===== src/rtl/gray_converter_pkg.sv =====
// Shared constants and state encoding for the RGB-to-gray frame converter.
// Luma weights sum to 256, so the weighted sum >> 8 always lands in 0..255.
package gray_converter_pkg;

  localparam int unsigned NUM_PIXELS_DEF = 76800;
  localparam int unsigned ADDR_W_DEF     = 17;

  localparam logic [7:0] COEF_R = 8'd77;
  localparam logic [7:0] COEF_G = 8'd150;
  localparam logic [7:0] COEF_B = 8'd29;

  typedef enum logic [1:0] {
    StIdle,
    StRun,
    StFlush,
    StDone
  } state_e;

endpackage


===== src/rtl/gray_converter_if.sv =====
// Control and BRAM port bundle of gray_converter. master is the converter side,
// slave the controller/BRAM side.
interface gray_converter_if #(
  parameter int unsigned ADDR_W = 17
) ();

  logic              active;
  logic              done;
  logic [7:0]        red_data_in;
  logic [7:0]        green_data_in;
  logic [7:0]        blue_data_in;
  logic [7:0]        red_data_out;
  logic [7:0]        green_data_out;
  logic [7:0]        blue_data_out;
  logic              we;
  logic [ADDR_W-1:0] addr_read;
  logic [ADDR_W-1:0] addr_write;
  logic [7:0]        gray_max;

  modport master (
    input  active, red_data_in, green_data_in, blue_data_in,
    output done, red_data_out, green_data_out, blue_data_out,
    output we, addr_read, addr_write, gray_max
  );

  modport slave (
    output active, red_data_in, green_data_in, blue_data_in,
    input  done, red_data_out, green_data_out, blue_data_out,
    input  we, addr_read, addr_write, gray_max
  );

endinterface


===== src/rtl/luma_pipe.sv =====
// Two-stage luma datapath: registered products, then registered gray value.
// Each stage carries a valid bit and the pixel address it belongs to.
module luma_pipe
  import gray_converter_pkg::*;
#(
  parameter int unsigned ADDR_W = 17
) (
  input  logic              clk,
  input  logic              rst,
  input  logic              clear,
  input  logic              in_valid,
  input  logic [ADDR_W-1:0] in_addr,
  input  logic [7:0]        r,
  input  logic [7:0]        g,
  input  logic [7:0]        b,
  output logic              out_valid,
  output logic [ADDR_W-1:0] out_addr,
  output logic [7:0]        out_gray
);

  logic              s1_valid_q;
  logic [ADDR_W-1:0] s1_addr_q;
  logic [15:0]       prod_r_q, prod_g_q, prod_b_q;
  logic [15:0]       sum;

  // Max sum is 256 * 255 = 65280, so 16 bits never wrap.
  assign sum = prod_r_q + prod_g_q + prod_b_q;

  always_ff @(posedge clk or posedge rst) begin
    if (rst) begin
      s1_valid_q <= 1'b0;
      s1_addr_q  <= '0;
      prod_r_q   <= '0;
      prod_g_q   <= '0;
      prod_b_q   <= '0;
      out_valid  <= 1'b0;
      out_addr   <= '0;
      out_gray   <= '0;
    end else if (clear) begin
      s1_valid_q <= 1'b0;
      s1_addr_q  <= '0;
      out_valid  <= 1'b0;
      out_addr   <= '0;
    end else begin
      s1_valid_q <= in_valid;
      if (in_valid) begin
        s1_addr_q <= in_addr;
        prod_r_q  <= {8'd0, r} * {8'd0, COEF_R};
        prod_g_q  <= {8'd0, g} * {8'd0, COEF_G};
        prod_b_q  <= {8'd0, b} * {8'd0, COEF_B};
      end
      out_valid <= s1_valid_q;
      if (s1_valid_q) begin
        out_addr <= s1_addr_q;
        out_gray <= 8'(sum >> 8);
      end
    end
  end

endmodule


===== src/rtl/gray_converter.sv =====
// In-place RGB-to-gray frame converter: streams addresses through BRAM, writes
// the gray value back to all three channels and tracks the frame maximum.
module gray_converter
  import gray_converter_pkg::*;
#(
  parameter int unsigned NUM_PIXELS = NUM_PIXELS_DEF,
  parameter int unsigned ADDR_W     = ADDR_W_DEF
) (
  input logic             clk,
  input logic             rst,
  gray_converter_if.master bus
);

  localparam logic [ADDR_W-1:0] LastAddr = ADDR_W'(NUM_PIXELS - 1);

  state_e            state_q, state_d;
  logic [ADDR_W-1:0] addr_read_q, addr_read_d;
  logic [ADDR_W-1:0] rd_addr_q;
  logic              rd_valid_q, rd_valid_d;
  logic              done_q, done_d;
  logic [7:0]        gray_max_q, gray_max_d;
  logic              clear;
  logic              pipe_valid;
  logic [ADDR_W-1:0] pipe_addr;
  logic [7:0]        pipe_gray;

  always_comb begin
    state_d     = state_q;
    addr_read_d = addr_read_q;
    rd_valid_d  = 1'b0;
    gray_max_d  = gray_max_q;
    clear       = 1'b0;
    if (pipe_valid && (pipe_gray > gray_max_q)) gray_max_d = pipe_gray;
    unique case (state_q)
      StIdle: begin
        // Starting a frame also zeroes addr_write so it never leads addr_read.
        if (bus.active) begin
          state_d     = StRun;
          addr_read_d = '0;
          gray_max_d  = '0;
          clear       = 1'b1;
        end
      end
      StRun: begin
        if (!bus.active) begin
          state_d = StIdle;
          clear   = 1'b1;
        end else begin
          rd_valid_d = 1'b1;
          if (addr_read_q == LastAddr) state_d = StFlush;
          else addr_read_d = addr_read_q + 1'b1;
        end
      end
      StFlush: begin
        if (!bus.active) begin
          state_d = StIdle;
          clear   = 1'b1;
        end else if (pipe_valid && (pipe_addr == LastAddr)) begin
          state_d = StDone;
        end
      end
      StDone: begin
        if (!bus.active) state_d = StIdle;
      end
    endcase
    done_d = (state_d == StDone);
  end

  always_ff @(posedge clk or posedge rst) begin
    if (rst) begin
      state_q     <= StIdle;
      addr_read_q <= '0;
      rd_addr_q   <= '0;
      rd_valid_q  <= 1'b0;
      done_q      <= 1'b0;
      gray_max_q  <= '0;
    end else begin
      state_q     <= state_d;
      addr_read_q <= addr_read_d;
      rd_addr_q   <= addr_read_q;
      rd_valid_q  <= rd_valid_d;
      done_q      <= done_d;
      gray_max_q  <= gray_max_d;
    end
  end

  luma_pipe #(
    .ADDR_W (ADDR_W)
  ) u_luma_pipe (
    .clk       (clk),
    .rst       (rst),
    .clear     (clear),
    .in_valid  (rd_valid_q),
    .in_addr   (rd_addr_q),
    .r         (bus.red_data_in),
    .g         (bus.green_data_in),
    .b         (bus.blue_data_in),
    .out_valid (pipe_valid),
    .out_addr  (pipe_addr),
    .out_gray  (pipe_gray)
  );

  assign bus.done           = done_q;
  assign bus.we             = pipe_valid;
  assign bus.addr_read      = addr_read_q;
  assign bus.addr_write     = pipe_addr;
  assign bus.red_data_out   = pipe_gray;
  assign bus.green_data_out = pipe_gray;
  assign bus.blue_data_out  = pipe_gray;
  assign bus.gray_max       = gray_max_q;

endmodule


===== src/flat_wrapper.sv =====
// flat-port wrapper written by rule: the top's interface ports become plain ports
module gray_converter_flat import gray_converter_pkg::*;
#(
  parameter int unsigned NUM_PIXELS = NUM_PIXELS_DEF,
  parameter int unsigned ADDR_W     = ADDR_W_DEF
)
  (clk, rst, bus_active, bus_red_data_in, bus_green_data_in, bus_blue_data_in, bus_done, bus_red_data_out, bus_green_data_out, bus_blue_data_out, bus_we, bus_addr_read, bus_addr_write, bus_gray_max);
  gray_converter_if #(.ADDR_W(ADDR_W)) bus_i ();
  input logic clk;
  input logic rst;
  input wire logic [$bits(bus_i.active)-1:0] bus_active;
  input wire logic [$bits(bus_i.red_data_in)-1:0] bus_red_data_in;
  input wire logic [$bits(bus_i.green_data_in)-1:0] bus_green_data_in;
  input wire logic [$bits(bus_i.blue_data_in)-1:0] bus_blue_data_in;
  output wire logic [$bits(bus_i.done)-1:0] bus_done;
  output wire logic [$bits(bus_i.red_data_out)-1:0] bus_red_data_out;
  output wire logic [$bits(bus_i.green_data_out)-1:0] bus_green_data_out;
  output wire logic [$bits(bus_i.blue_data_out)-1:0] bus_blue_data_out;
  output wire logic [$bits(bus_i.we)-1:0] bus_we;
  output wire logic [$bits(bus_i.addr_read)-1:0] bus_addr_read;
  output wire logic [$bits(bus_i.addr_write)-1:0] bus_addr_write;
  output wire logic [$bits(bus_i.gray_max)-1:0] bus_gray_max;
  assign bus_i.active = bus_active;
  assign bus_i.red_data_in = bus_red_data_in;
  assign bus_i.green_data_in = bus_green_data_in;
  assign bus_i.blue_data_in = bus_blue_data_in;
  assign bus_done = bus_i.done;
  assign bus_red_data_out = bus_i.red_data_out;
  assign bus_green_data_out = bus_i.green_data_out;
  assign bus_blue_data_out = bus_i.blue_data_out;
  assign bus_we = bus_i.we;
  assign bus_addr_read = bus_i.addr_read;
  assign bus_addr_write = bus_i.addr_write;
  assign bus_gray_max = bus_i.gray_max;
  gray_converter #(.NUM_PIXELS(NUM_PIXELS), .ADDR_W(ADDR_W)) u_core (.clk(clk), .rst(rst), .bus(bus_i));
endmodule

===== config.mk =====
export PLATFORM = sky130hd
export DESIGN_NAME = gray_converter_flat
export DESIGN_NICKNAME = d
export VERILOG_FILES = /design/src/rtl/gray_converter_pkg.sv /design/src/rtl/gray_converter_if.sv /design/src/rtl/luma_pipe.sv /design/src/rtl/gray_converter.sv /design/src/flat_wrapper.sv
export SDC_FILE = /design/constraint.sdc
export NUM_CORES = 1
export LEC_CHECK = 0
export ABC_CLOCK_PERIOD_IN_PS = 6300
export CAP_MARGIN = 20
export CORE_AREA = 2 2 169 171
export DETAILED_ROUTE_END_ITERATION = 8
export DIE_AREA = 0 0 171 173
export GPL_TIMING_DRIVEN = 1
export PLACE_DENSITY = 0.53
export SLEW_MARGIN = 5
export SYNTH_ARGS = -nofsm -noshare
export SYNTH_HDL_FRONTEND = slang
export SYNTH_SLANG_ARGS = --single-unit

===== constraint.sdc =====
create_clock -name clk -period 6.3 [get_ports clk]
set_clock_uncertainty 0.15 [all_clocks]
set_input_delay 1.26 -clock clk [delete_from_list [all_inputs] [get_ports clk]]
set_output_delay 1.26 -clock clk [all_outputs]
set_load 0.05 [all_outputs]

=== Word-level counts from Yosys, hierarchy flattened ===
Index checks and enable logic that the tools add are counted.

* Bitwise logic cells: 1
* Mux-type cells: 24
* $mul: 3
* Reductions and logical operators: 10
* Equality and inequality tests: 9
* Add/subtract/negate cells: 3
* $lt $le $gt $ge: 1

{| class="wikitable"
|+ Operators by type and width
! kind !! count
|-
| 17-bit two-way mux || 7
|-
| 17-bit == test (second input constant) || 2
|-
| 17-bit one-hot mux with 2 select lines || 1
|-
| 8-bit by 7-bit multiplier with 15-bit output (second input constant) || 2
|-
| 8-bit two-way mux || 3
|-
| 17-bit by 1-bit adder with 17-bit output (second input constant) || 1
|-
| 15-bit by 16-bit adder with 16-bit output || 1
|-
| 16-bit by 13-bit adder with 16-bit output || 1
|-
| 8-bit by 5-bit multiplier with 13-bit output (second input constant) || 1
|-
| 2-bit two-way mux || 6
|-
| 8-bit greater-than comparator || 1
|-
| 2-bit one-hot mux with 4 select lines || 1
|-
| 2-bit == test (second input constant) || 3
|-
| 2-bit != test (second input constant) || 3
|-
| 2-bit nonzero test || 3
|-
| 1-bit two-way mux || 5
|-
| 2-bit AND reduction || 2
|-
| 4-bit AND reduction || 1
|-
| 2-bit by 1-bit == test with 1-bit output (second input constant) || 1
|-
| 1-bit logical AND || 2
|-
| 2-bit zero test || 1
|-
| 1-bit one-hot mux with 2 select lines || 1
|-
| 2-bit OR reduction || 1
|-
| 1-bit NOT || 1
|}

* Output and inout port bits: 68
* Word-level logic and storage cells: 65
* Bits in registers: 133
* Input port bits: 27

=== Longest topological paths before layout ===
Gate-level depths: netlist of run 1.

* Word-level depth: 6
* Gate-level depth with buffers: 14
* Mapped depth without buffers: 14

=== Hierarchy ===
Synthesis of run 1 repeated with hierarchy kept, for this count alone.

* Cells, all modules: 912
* Area, all modules: 9202.6 um2

{| class="wikitable"
|+ Modules (own cells, without submodules)
! module !! area each (um2) !! cells an instance !! seq. area each (um2) !! instances
|-
| luma_pipe || 6764.0 || 677 || 2177.1 || 1
|-
| gray_converter || 2438.6 || 235 || 1151.1 || 1
|}

=== Least setup slack after synthesis of run 1 ===
No wires, ideal clock.

* Kind: input port to flip-flop
* Start: in bus_green_data_in[4]
* End: reg u_core.u_luma_pipe.prod_g_q[14]
* Stages: 13
* Required time: 6.058 ns
* Slack: 1.843 ns
* Path buffers: 0
* Setup time: 0.092 ns
* Arrival time: 4.215 ns
* Cell sequence: ha_1 -> ha_1 -> inv_1 -> fa_1 -> fa_1 -> inv_1 -> ha_1 -> or2_2 -> a211oi_2 -> nor3_1 -> o31ai_2 -> a21oi_1 -> o31ai_2

* Cells in the longest elaborated chain, start to end: 1

{| class="wikitable"
|+ RTL lines
! element !! RTL line !! RTL
|-
| from (decl) || flat_wrapper.sv:13 || <nowiki>input wire logic [$bits(bus_i.green_data_in)-1:0] bus_green_data_in;</nowiki>
|-
| 8-bit by 7-bit multiplier with 15-bit output || luma_pipe.sv:49 || <nowiki>prod_g_q <= {8'd0, g} * {8'd0, COEF_G};</nowiki>
|-
| to (signal assigned) || luma_pipe.sv:49 ||
|-
| to (decl) || luma_pipe.sv:23 || <nowiki>logic [15:0] prod_r_q, prod_g_q, prod_b_q;</nowiki>
|}

No other way between the ends.
A chain may end at the register's enable or synchronous reset.

=== Worst setup path after layout of run 1 ===
Ends and elaborated chain as after synthesis.

==> run metrics, run 1 <==
WP data required=6.47 ns; fin. max-slew vios=0; Post-Route WL=18,600 microns; die width=171 microns; first-pass GRT wire length=31,500 microns; Final setup viols=0; Hold/Removal Path Class=reg2reg; CTS Buffer Depth=2; number of buffers added on ports=94; switch share=41.9%; Post-synth ARST share=100%; combinational power share=49.3%; synth unique cells=69; Max-Cap Viols=0; Critical Path End Type=register; Ys Warns=0; Worst-path clk slew=0.06 ns; cell taking the most area after synthesis=dfrtp_1; most frequent cells in the layout=dfrtp_1 (133), ha_1 (126), inv_1 (95); achievable frequency=0.210 GHz; Starting Density=32.7%; HP Start=u_core.bus.addr_read[6]; share of the yosys chip area belonging to registers=36.8%; synth top area cells=dfrtp_1 (37%), ha_1 (17%), fa_1 (8.4%); Area Growth Syn to Fin=20.5%; num ports=95; Die Height=173 microns; vias in the first global route=6,222; All-Layer GR Usage=13.3%; Diodes inserted=0; Core ar.=27,600 sq um; hold path depth=0; commonest non-fill, non-tap cell in the layout=dfrtp_1; Tmin final=4.75 ns; Period Utilization, post-route=75.5%; worst-skew pair later-pin latency=0.41 ns; Yosys top cell area share=36.8%; sw power=1.89 mW; DP HPWL=14,500 microns; top_reg_cell synth=dfrtp_1; Rows=61; grt ovf=0; drt first pass iters=4; Worst Path Max Fanout=4; Slew HR=31.4%; r2r worst-path depth=9; syn avg cell area=10.1 sq um; synthesized area=9050 sq um; fraction of layout instances using a drive strength above 1=6.09%; outcome=complete, no violations; CP Launch Type=input pin; largest net degree at the start of global routing=101; TritonCTS Buffers=17; critical path arrival=4.92 ns; worst slew pin tran=1.03 ns; initial antenna violation count=0; reg-to-reg critical path startpoint=u_core.state_q[0]; total negative slack=0 ns; EDFF count, synth=0; initial detailed-routing violation count=193; Final #Nets=1,165; vias per cell=4.60; DR DRC count=0; Routability Congestion=0.821; Reg power frac=28.6%; Die ar.=29,600 sq um; H-tree Lvls=4; crit path kind=in2reg; Sink Count=133; setup slack, reg-to-reg=2.99 ns; WHS Endpoint=u_core.rd_addr_q[6]; post-cts sizing count=0; post-synthesis cell count=894; Hold Slack=0.311 ns; CTS hold repair buffers=0; Clk network pwr share=22.1%; post-CTS setup buffers=0; ANT nets after route=0; DR vias=6,270; Int Pwr=2.61 mW; Root Driver=clkbuf_16; Seq cells post-synth=133; RSZ-0062 raised after global routing=false; routed len/inst=13.7 microns; LEAKAGE=5.22 nW; Synthesized Nets=1,085; CTS tree=yes; worst r2r dst=u_core.u_luma_pipe.prod_r_q[12]; total power per unit cell area=413 nW/um^2; peak supply drop=0.198 mV; Final Hold Viols=0
cells in the mapped netlist, drive strengths merged, types with 2 or more instances:
cell      n
fa       38
nor2b     5
nand2    83
or4       2
nand3    11
or3       7
clkbuf    9
nand2b    2
mux2i    43
or2       2
a31oi     3
a21o     15
o31ai     7
and3      5
nand4    12
dfrtp   133
nor3     13
nand3b    2
a21oi    30
nor4b     3
and2      4
inv      98
nor2     79
o21ai    56
xnor2    17
o21a      7
a211oi    6
xor2     19
buf      28
o31a      2
ha      126
o211ai    3
a21boi    3
nor3b     4
flip-flops by register name, summed over array words and instances (netlist names):
name and count:
u_core.u_luma_pipe.prod_g_q 15, u_core.bus.addr_read 17, u_core.u_luma_pipe.out_valid 1, u_core.bus.gray_max 8, u_core.u_luma_pipe.s1_addr_q 17, u_core.u_luma_pipe.s1_valid_q 1, u_core.state_q 2, u_core.bus.done 1
u_core.u_luma_pipe.out_addr 17, u_core.u_luma_pipe.prod_b_q 13, u_core.rd_addr_q 17, u_core.rd_valid_q 1, u_core.u_luma_pipe.out_gray 8, u_core.u_luma_pipe.prod_r_q 15
power groups by stage:
stage	sequential (mW)	clock, mW	combinational [mW]
6_report	1.29	0.995	2.22
5_1_grt	1.32	1.06	2.51
4_1_cts	1.30	1.02	2.25
3_5_place_dp	1.31	0	2.24
3_3_place_gp	1.31	0	2.21
2_1_floorplan	1.36	0	1.63
per-stage QoR:
step                power, mW  util, %  std cells  worst slack [ns]  area [sq um]
floorplan                2.99        -        894              1.34          9050
global placement         3.51     37.2       1331              1.19         10300
detailed placement       3.55     37.3       1332              1.13         10300
CTS                      4.57     39.4       1363              1.55         10900
global route             4.90     39.5       1364              1.31         10900
finish                   4.50     39.5       1364              1.55         10900
per-layer routing:
| layer | wire length [microns] | vias to the layer above | track usage, % |
|---|---|---|---|
| li1 | - | 3182 | - |
| met1 | 9190 | 2972 | 18.2 |
| met2 | 8660 | 96 | 21.6 |
| met3 | 495 | 20 | 1.99 |
| met4 | 278 | 0 | 4.10 |
| met5 | 0 | - | 0 |
area by class of cell:
cell class,count,area [sq um]
tap,378,473
timing repair buffer,98,991
clock buffer,18,439
fill,2812,16700
sequential,133,3330
inverter,98,373
multi-input combinational,626,5140
clock inverter,13,158
worst max path at each step:
stage,start,to,slack (ns),cells after the start
floorplan,rst,u_core.bus.addr_read[0],1.34,1
global placement,bus_green_data_in[4],u_core.u_luma_pipe.prod_g_q[14],1.19,14
detailed placement,bus_green_data_in[4],u_core.u_luma_pipe.prod_g_q[14],1.13,14
CTS,bus_green_data_in[4],u_core.u_luma_pipe.prod_g_q[14],1.55,14
global route,bus_green_data_in[4],u_core.u_luma_pipe.prod_g_q[14],1.31,14
finish,bus_green_data_in[4],u_core.u_luma_pipe.prod_g_q[14],1.55,14
worst max-delay path: stages:
cell and delay, ns:
clkdlybuf4s50_1 0.49, ha_1 0.33, ha_1 0.27, inv_1 0.05
fa_1 0.49, fa_1 0.51, inv_1 0.04, ha_1 0.22
or2_2 0.31, a211oi_2 0.26, nor3_1 0.12, o31ai_2 0.25
a21oi_1 0.11, o31ai_2 0.20
logic make-up (layout without fill, tap and decap cells):
logic type,Yosys count,in the layout,synth area share [%]
flops,133,133,36.8
buf+inv,135,227,6.39
compound gates,143,143,10.3
mux,44,44,4.88
fa+ha+maj,164,164,25.8
xor+xnor,36,36,3.48
simple gates,239,239,12.3
No activity file was read; power rests on OpenSTA's default activity.
==> inputs of run 2 (changes only) <==
Settings changed: ABC_CLOCK_PERIOD_IN_PS 6300 to 4000, PLACE_DENSITY 0.53 to 0.55.
Clock period 6.3 ns to 4 ns, I/O delays scaled along.
==> run metrics, run 2 (synthesis gave the netlist of run 1 again) <==
outcome=complete, no violations; pre-CTS WS=-0.601 ns (-1.73 ns); slowest cell on the critical path=fa_1; Final setup viols=0 (unchanged); crit path kind=in2reg; Final Hold Viols=0 (unchanged); most frequent cells in the layout=dfrtp_1 (133), ha_1 (115), inv_1 (92); DR vias=6,581 (+5.0%); critical path depth=14 (unchanged); Crit path buffers/inverters=3 (unchanged); Routability Congestion=0.809 (-1.5%); TritonCTS Buffers=17 (unchanged); Worst Path Max Fanout=3 (-1); r2r worst-path depth=9 (unchanged); WP data required=4.21 ns (-2.26 ns); CTS hold repair buffers=0 (unchanged); setup slack, reg-to-reg=1.12 ns (-1.87 ns); final non-filler cell total=1,440 (+5.6%); reg-to-reg critical path startpoint=u_core.u_luma_pipe.prod_r_q[5]; Worst Setup SP=bus_blue_data_in[1]; Post-Route WL=19,200 microns (+2.8%); worst r2r dst=u_core.u_luma_pipe.out_gray[6]; drt first pass iters=4 (unchanged); crit-path leading delay family=adder cells; peak supply drop=0.332 mV (+67%); Die ar.=29,600 sq um (unchanged); Slew HR=50.5% (+19 points); Max stage delay on crit path=0.54 ns (+0.03 ns); H-tree Lvls=4 (unchanged); grt ovf=0 (unchanged); Final WS setup=0.132 ns (-1.41 ns); Sink Count=133 (unchanged); vias per cell=4.57 (-0.58%); Core ar.=27,600 sq um (unchanged); Critical Path End Type=register; worst-skew pair later-pin latency=0.43 ns (+0.02 ns); CTS Buffer Depth=2 (unchanged); CTS tree=yes; largest net degree at the start of global routing=81 (-20%); num ports=95 (unchanged); Tmin final=3.87 ns; routed len/inst=13.3 microns (-2.6%); critical path, cell by cell=clkdlybuf4s50_1, inv_1, fa_1, inv_1, ha_1, fa_1, ha_4, nor2b_1, o21ai_2, a21boi_1, o21ai_1, a21boi_1, or3_1, nand3_1; Final #Nets=1,240 (+6.4%); total power per unit cell area=634 nW/um^2 (+54%); Rows=61 (unchanged); number of buffers added on ports=94 (unchanged); die width=171 microns (unchanged); first-pass GRT wire length=32,700 microns (+3.8%); Root Driver=clkbuf_16; DP HPWL=15,000 microns (+2.9%); initial antenna violation count=0 (unchanged); Area Growth Syn to Fin=29.1%; Period Utilization, post-route=96.7%; Diodes inserted=0 (unchanged); hold path depth=0 (unchanged); achievable frequency=0.259 GHz; All-Layer GR Usage=13.7% (+0.43 points); worst slew pin tran=0.741 ns (-0.288 ns); Starting Density=32.7% (unchanged); WHS Endpoint=u_core.rd_addr_q[6]; Max-Cap Viols=0 (unchanged); CP Launch Type=input pin; commonest non-fill, non-tap cell in the layout=dfrtp_1; ANT nets after route=0 (unchanged); fraction of layout instances using a drive strength above 1=14.8% (+8.7 points); initial detailed-routing violation count=265 (+37%); critical path arrival=4.08 ns (-0.84 ns); DR DRC count=0 (unchanged); Worst-path clk slew=0.06 ns (about the same); Placed Cells=1,406 (+5.6%); Hold/Removal Path Class=reg2reg; LEAKAGE=5.68 nW (+8.9%); fin. max-slew vios=0 (unchanged); vias in the first global route=6,702 (+7.7%); HP Start=u_core.bus.addr_read[6]; Die Height=173 microns (unchanged)
-- run 2: cell count changes in the layout (fill, tap and decap cells not counted), sizes merged --
cell,before,now
bufinv,3,2
dlymetal6s2s,0,9
clkinv,5,6
inv,99,101
buf,4,79
clkdlybuf4s50,94,85
clkinvlp,4,3
-- run 2: worst register-to-register path, cell delays in order (launching register included) --
cell and delay [ns]:
dfrtp_1 0.42, fa_1 0.49, ha_1 0.32, a21o_1 0.19, a21oi_2 0.19, a31oi_2 0.15
a211o_2 0.36, o31ai_4 0.23, xor2_1 0.17, o21ai_1 0.07
-- run 2: per-layer routing --
layer	vias up	track usage (%)	share of wire, %
li1	3336	-	-
met1	3133	17.7	47
met2	93	23.2	49
met3	19	2.61	2.5
met4	0	4.06	1.5
met5	-	0	0
-- run 2: metrics by stage --
step / power [mW] / hold WS, ns / utilization (%) / setup TNS, ns / cell area (sq um)
after floorplan: 4.71 / 0.295 / - / 0 / 9050
after global placement: 5.77 / 0.304 / 39.4 / -7.44 / 10900
after detailed placement: 5.82 / 0.305 / 39.4 / -8.34 / 10900
after CTS: 7.43 / 0.320 / 41.6 / 0 / 11500
after global routing: 8.09 / 0.320 / 42.3 / -0.0640 / 11700
final: 7.41 / 0.312 / 42.3 / 0 / 11700
-- run 2: power by group --
group	leakage [nW]	internal [mW]	switching, mW
Sequential	1.77	1.66	0.322
Clock	0.281	0.923	0.602
Combinational	3.63	1.72	2.19
Total	5.68	4.30	3.11
-- run 2: area by class of cell --
type                       count  area [sq um]
clock buffer                  18           429
clock inverter                14           151
fill                        2692         15900
inverter                      98           372
multi-input combinational    626          5340
sequential                   133          3330
tap                          378           473
timing repair buffer         173          1590
-- run 2: worst max path at each step --
| stage | end | slack, ns |
|---|---|---|
| 5_1_grt | u_core.u_luma_pipe.prod_r_q[13] | -0.03 |
| 3_3_place_gp | u_core.u_luma_pipe.prod_g_q[14] | -0.54 |
| 4_1_cts | u_core.u_luma_pipe.prod_r_q[12] | 0.004 |
| 3_5_place_dp | u_core.u_luma_pipe.prod_g_q[14] | -0.60 |
| 6_report | u_core.u_luma_pipe.prod_b_q[11] | 0.13 |
| 2_1_floorplan | u_core.u_luma_pipe.prod_g_q[14] | 0.003 |
-- run 2: what timing repair did --
item	4_1_cts	5_1_grt
endpoints found under the setup margin	12	14
buffers inserted	0	2
pin swaps	8	22
gates resized for setup	10	30
==> inputs of run 3 (changes only) <==
Settings changed: ABC_CLOCK_PERIOD_IN_PS 4000 to 4500, PLACE_DENSITY 0.55 to 0.53, TNS_END_PERCENT from default to 50.
Clock period 4 ns to 4.5 ns, I/O delays scaled along.
==> run metrics, run 3 (synthesis gave the netlist of run 1 again) <==
outcome=complete, no violations; grt ovf=0 (unchanged); TritonCTS Buffers=17 (unchanged); Period Utilization, post-route=94.4%; area of the multi-input gates=5140 sq um (-3.6%); vias in the first global route=6,414 (-4.3%); RSZ-0062 raised after global routing=false; peak supply drop=0.361 mV (+8.6%); largest net degree at the start of global routing=81 (unchanged); Placed Cells=1,377 (-2.1%); Final WS setup=0.252 ns (+0.120 ns); Fillers=2,744 (+1.9%); Sink Count=133 (unchanged); setup slack, reg-to-reg=1.60 ns (+0.48 ns); Tmin final=4.25 ns; num ports=95 (unchanged); Final Hold Viols=0 (unchanged); initial detailed-routing violation count=296 (+12%); Max stage delay on crit path=0.51 ns (-0.03 ns); All-Layer GR Usage=13.3% (-0.40 points); Int Pwr=3.68 mW (-14%); critical path, cell by cell=clkdlybuf4s50_1, ha_1, ha_1, inv_1, fa_1, fa_1, inv_1, ha_1, or2_2, a211oi_2, nor3_1, o31ai_2, a21oi_1, o31ai_2; Post-Route WL=18,700 microns (-2.6%); Critical Path End Type=register; worst r2r dst=u_core.u_luma_pipe.out_gray[5]; CTS Buffer Depth=2 (unchanged); die width=171 microns (unchanged); Starting Density=32.7% (unchanged); combinational power share=50.5% (-2.2 points); most frequent cells in the layout=dfrtp_1 (133), ha_1 (126), inv_1 (95); DR vias=6,368 (-3.2%); Root Driver=clkbuf_16; worst slew pin tran=0.986 ns (+0.245 ns); Worst-path clk slew=0.07 ns (about the same); critical path arrival=4.43 ns (+0.35 ns); fin. max-slew vios=0 (unchanged); Die ar.=29,600 sq um (unchanged); Routability Congestion=0.773 (-4.4%); Most Frequent Cell on Critical Path=ha_1; WP data required=4.68 ns (+0.47 ns); DR DRC count=0 (unchanged); total power per unit cell area=569 nW/um^2 (-10%); reg-to-reg critical path startpoint=u_core.u_luma_pipe.prod_r_q[5]; r2r worst-path depth=9 (unchanged); Worst Path Max Fanout=3 (unchanged); Clk network pwr share=21.8% (+1.2 points); DP HPWL=14,700 microns (-1.9%); commonest non-fill, non-tap cell in the layout=dfrtp_1; Finished Cell Area=11,200 sq um (-3.8%); CTS tree=yes; routed len/inst=13.2 microns (-0.46%); Final #Nets=1,209 (-2.5%); Rows=61 (unchanged); drt first pass iters=4 (unchanged); Area Growth Syn to Fin=24.2%; first-pass GRT wire length=31,800 microns (-2.6%); pre-CTS WS=-0.176 ns (+0.425 ns); Die Height=173 microns (unchanged); CP Launch Type=input pin; crit path kind=in2reg; ANT nets after route=0 (unchanged); Cell Area, Placed=10,600 sq um (-2.1%); sw power=2.71 mW (-13%); Reg power frac=27.8% (+1.1 points); LEAKAGE=5.42 nW (-4.5%); Worst Setup SP=bus_green_data_in[6]; vias per cell=4.52 (-1.1%); fraction of layout instances using a drive strength above 1=10.2% (-4.6 points); worst-skew pair later-pin latency=0.42 ns (about the same); Diodes inserted=0 (unchanged); Core ar.=27,600 sq um (unchanged); final non-filler cell total=1,409 (-2.2%); Final setup viols=0 (unchanged); number of buffers added on ports=94 (unchanged); Sequential Area=3330 sq um (unchanged); achievable frequency=0.235 GHz; Max-Cap Viols=0 (unchanged); initial antenna violation count=0 (unchanged); crit path to=u_core.u_luma_pipe.prod_g_q[14]; Hold/Removal Path Class=reg2reg; switch share=42.4% (+0.43 points); Pwr Total=6.39 mW (-14%); slowest cell on the critical path=fa_1; Slew HR=34.3% (-16 points); total negative slack=0 ns (unchanged); H-tree Lvls=4 (unchanged)
## run 3: power groups by stage
stage	Clock, mW	Sequential (mW)	Combinational, mW
detailed placement	0	1.81	3.26
global placement	0	1.80	3.24
floorplan	0	1.90	2.29
global route	1.49	1.82	3.64
CTS	1.43	1.79	3.28
finish	1.39	1.77	3.23
## run 3: layout make-up
cell class	instances	area share [%]
clock buffers	17	3.78
clock inverters	15	1.53
inverters	98	3.31
multi-input cells	626	45.8
flip-flops and latches	133	29.6
well taps	378	4.21
repair buffers	142	11.8
## run 3: worst min-delay path by stage
stage,from,slack (ns),cells after the start,end
2_1_floorplan,u_core.u_luma_pipe.prod_r_q[0],0.30,2,u_core.u_luma_pipe.prod_r_q[0]
3_3_place_gp,u_core.bus.addr_read[6],0.30,0,u_core.rd_addr_q[6]
3_5_place_dp,u_core.bus.addr_read[6],0.29,0,u_core.rd_addr_q[6]
4_1_cts,u_core.bus.addr_read[6],0.31,0,u_core.rd_addr_q[6]
5_1_grt,u_core.bus.addr_read[6],0.34,0,u_core.rd_addr_q[6]
6_report,u_core.bus.addr_read[6],0.31,0,u_core.rd_addr_q[6]
## run 3: repair_timing
action,CTS,global route
hold buffers,0,0
hold endpoints to repair,0,0
setup buffers,0,0
gates resized for setup,0,1
setup endpoints to repair,0,1
## run 3: worst max-delay path: cells and delay by family
family	cells	cell delay [ns]
simple gates	2	0.41
buf+inv	3	0.58
fa+ha+maj	5	1.69
compound gates	4	0.84
## run 3: through the flow
stage	hold WS [ns]	utilization, %
floorplan	0.295	-
global placement	0.299	38.5
detailed placement	0.293	38.5
CTS	0.311	40.7
global route	0.344	40.7
finish	0.313	40.7
## run 3: routing by layer
layer  GRT usage [%]  up-vias  share of wire (%)
li1                -     3275                  -
met1            18.2     2988                 49
met2            21.8       96                 47
met3            2.70        9                2.9
met4            2.75        0               0.79
met5               0        -                  0
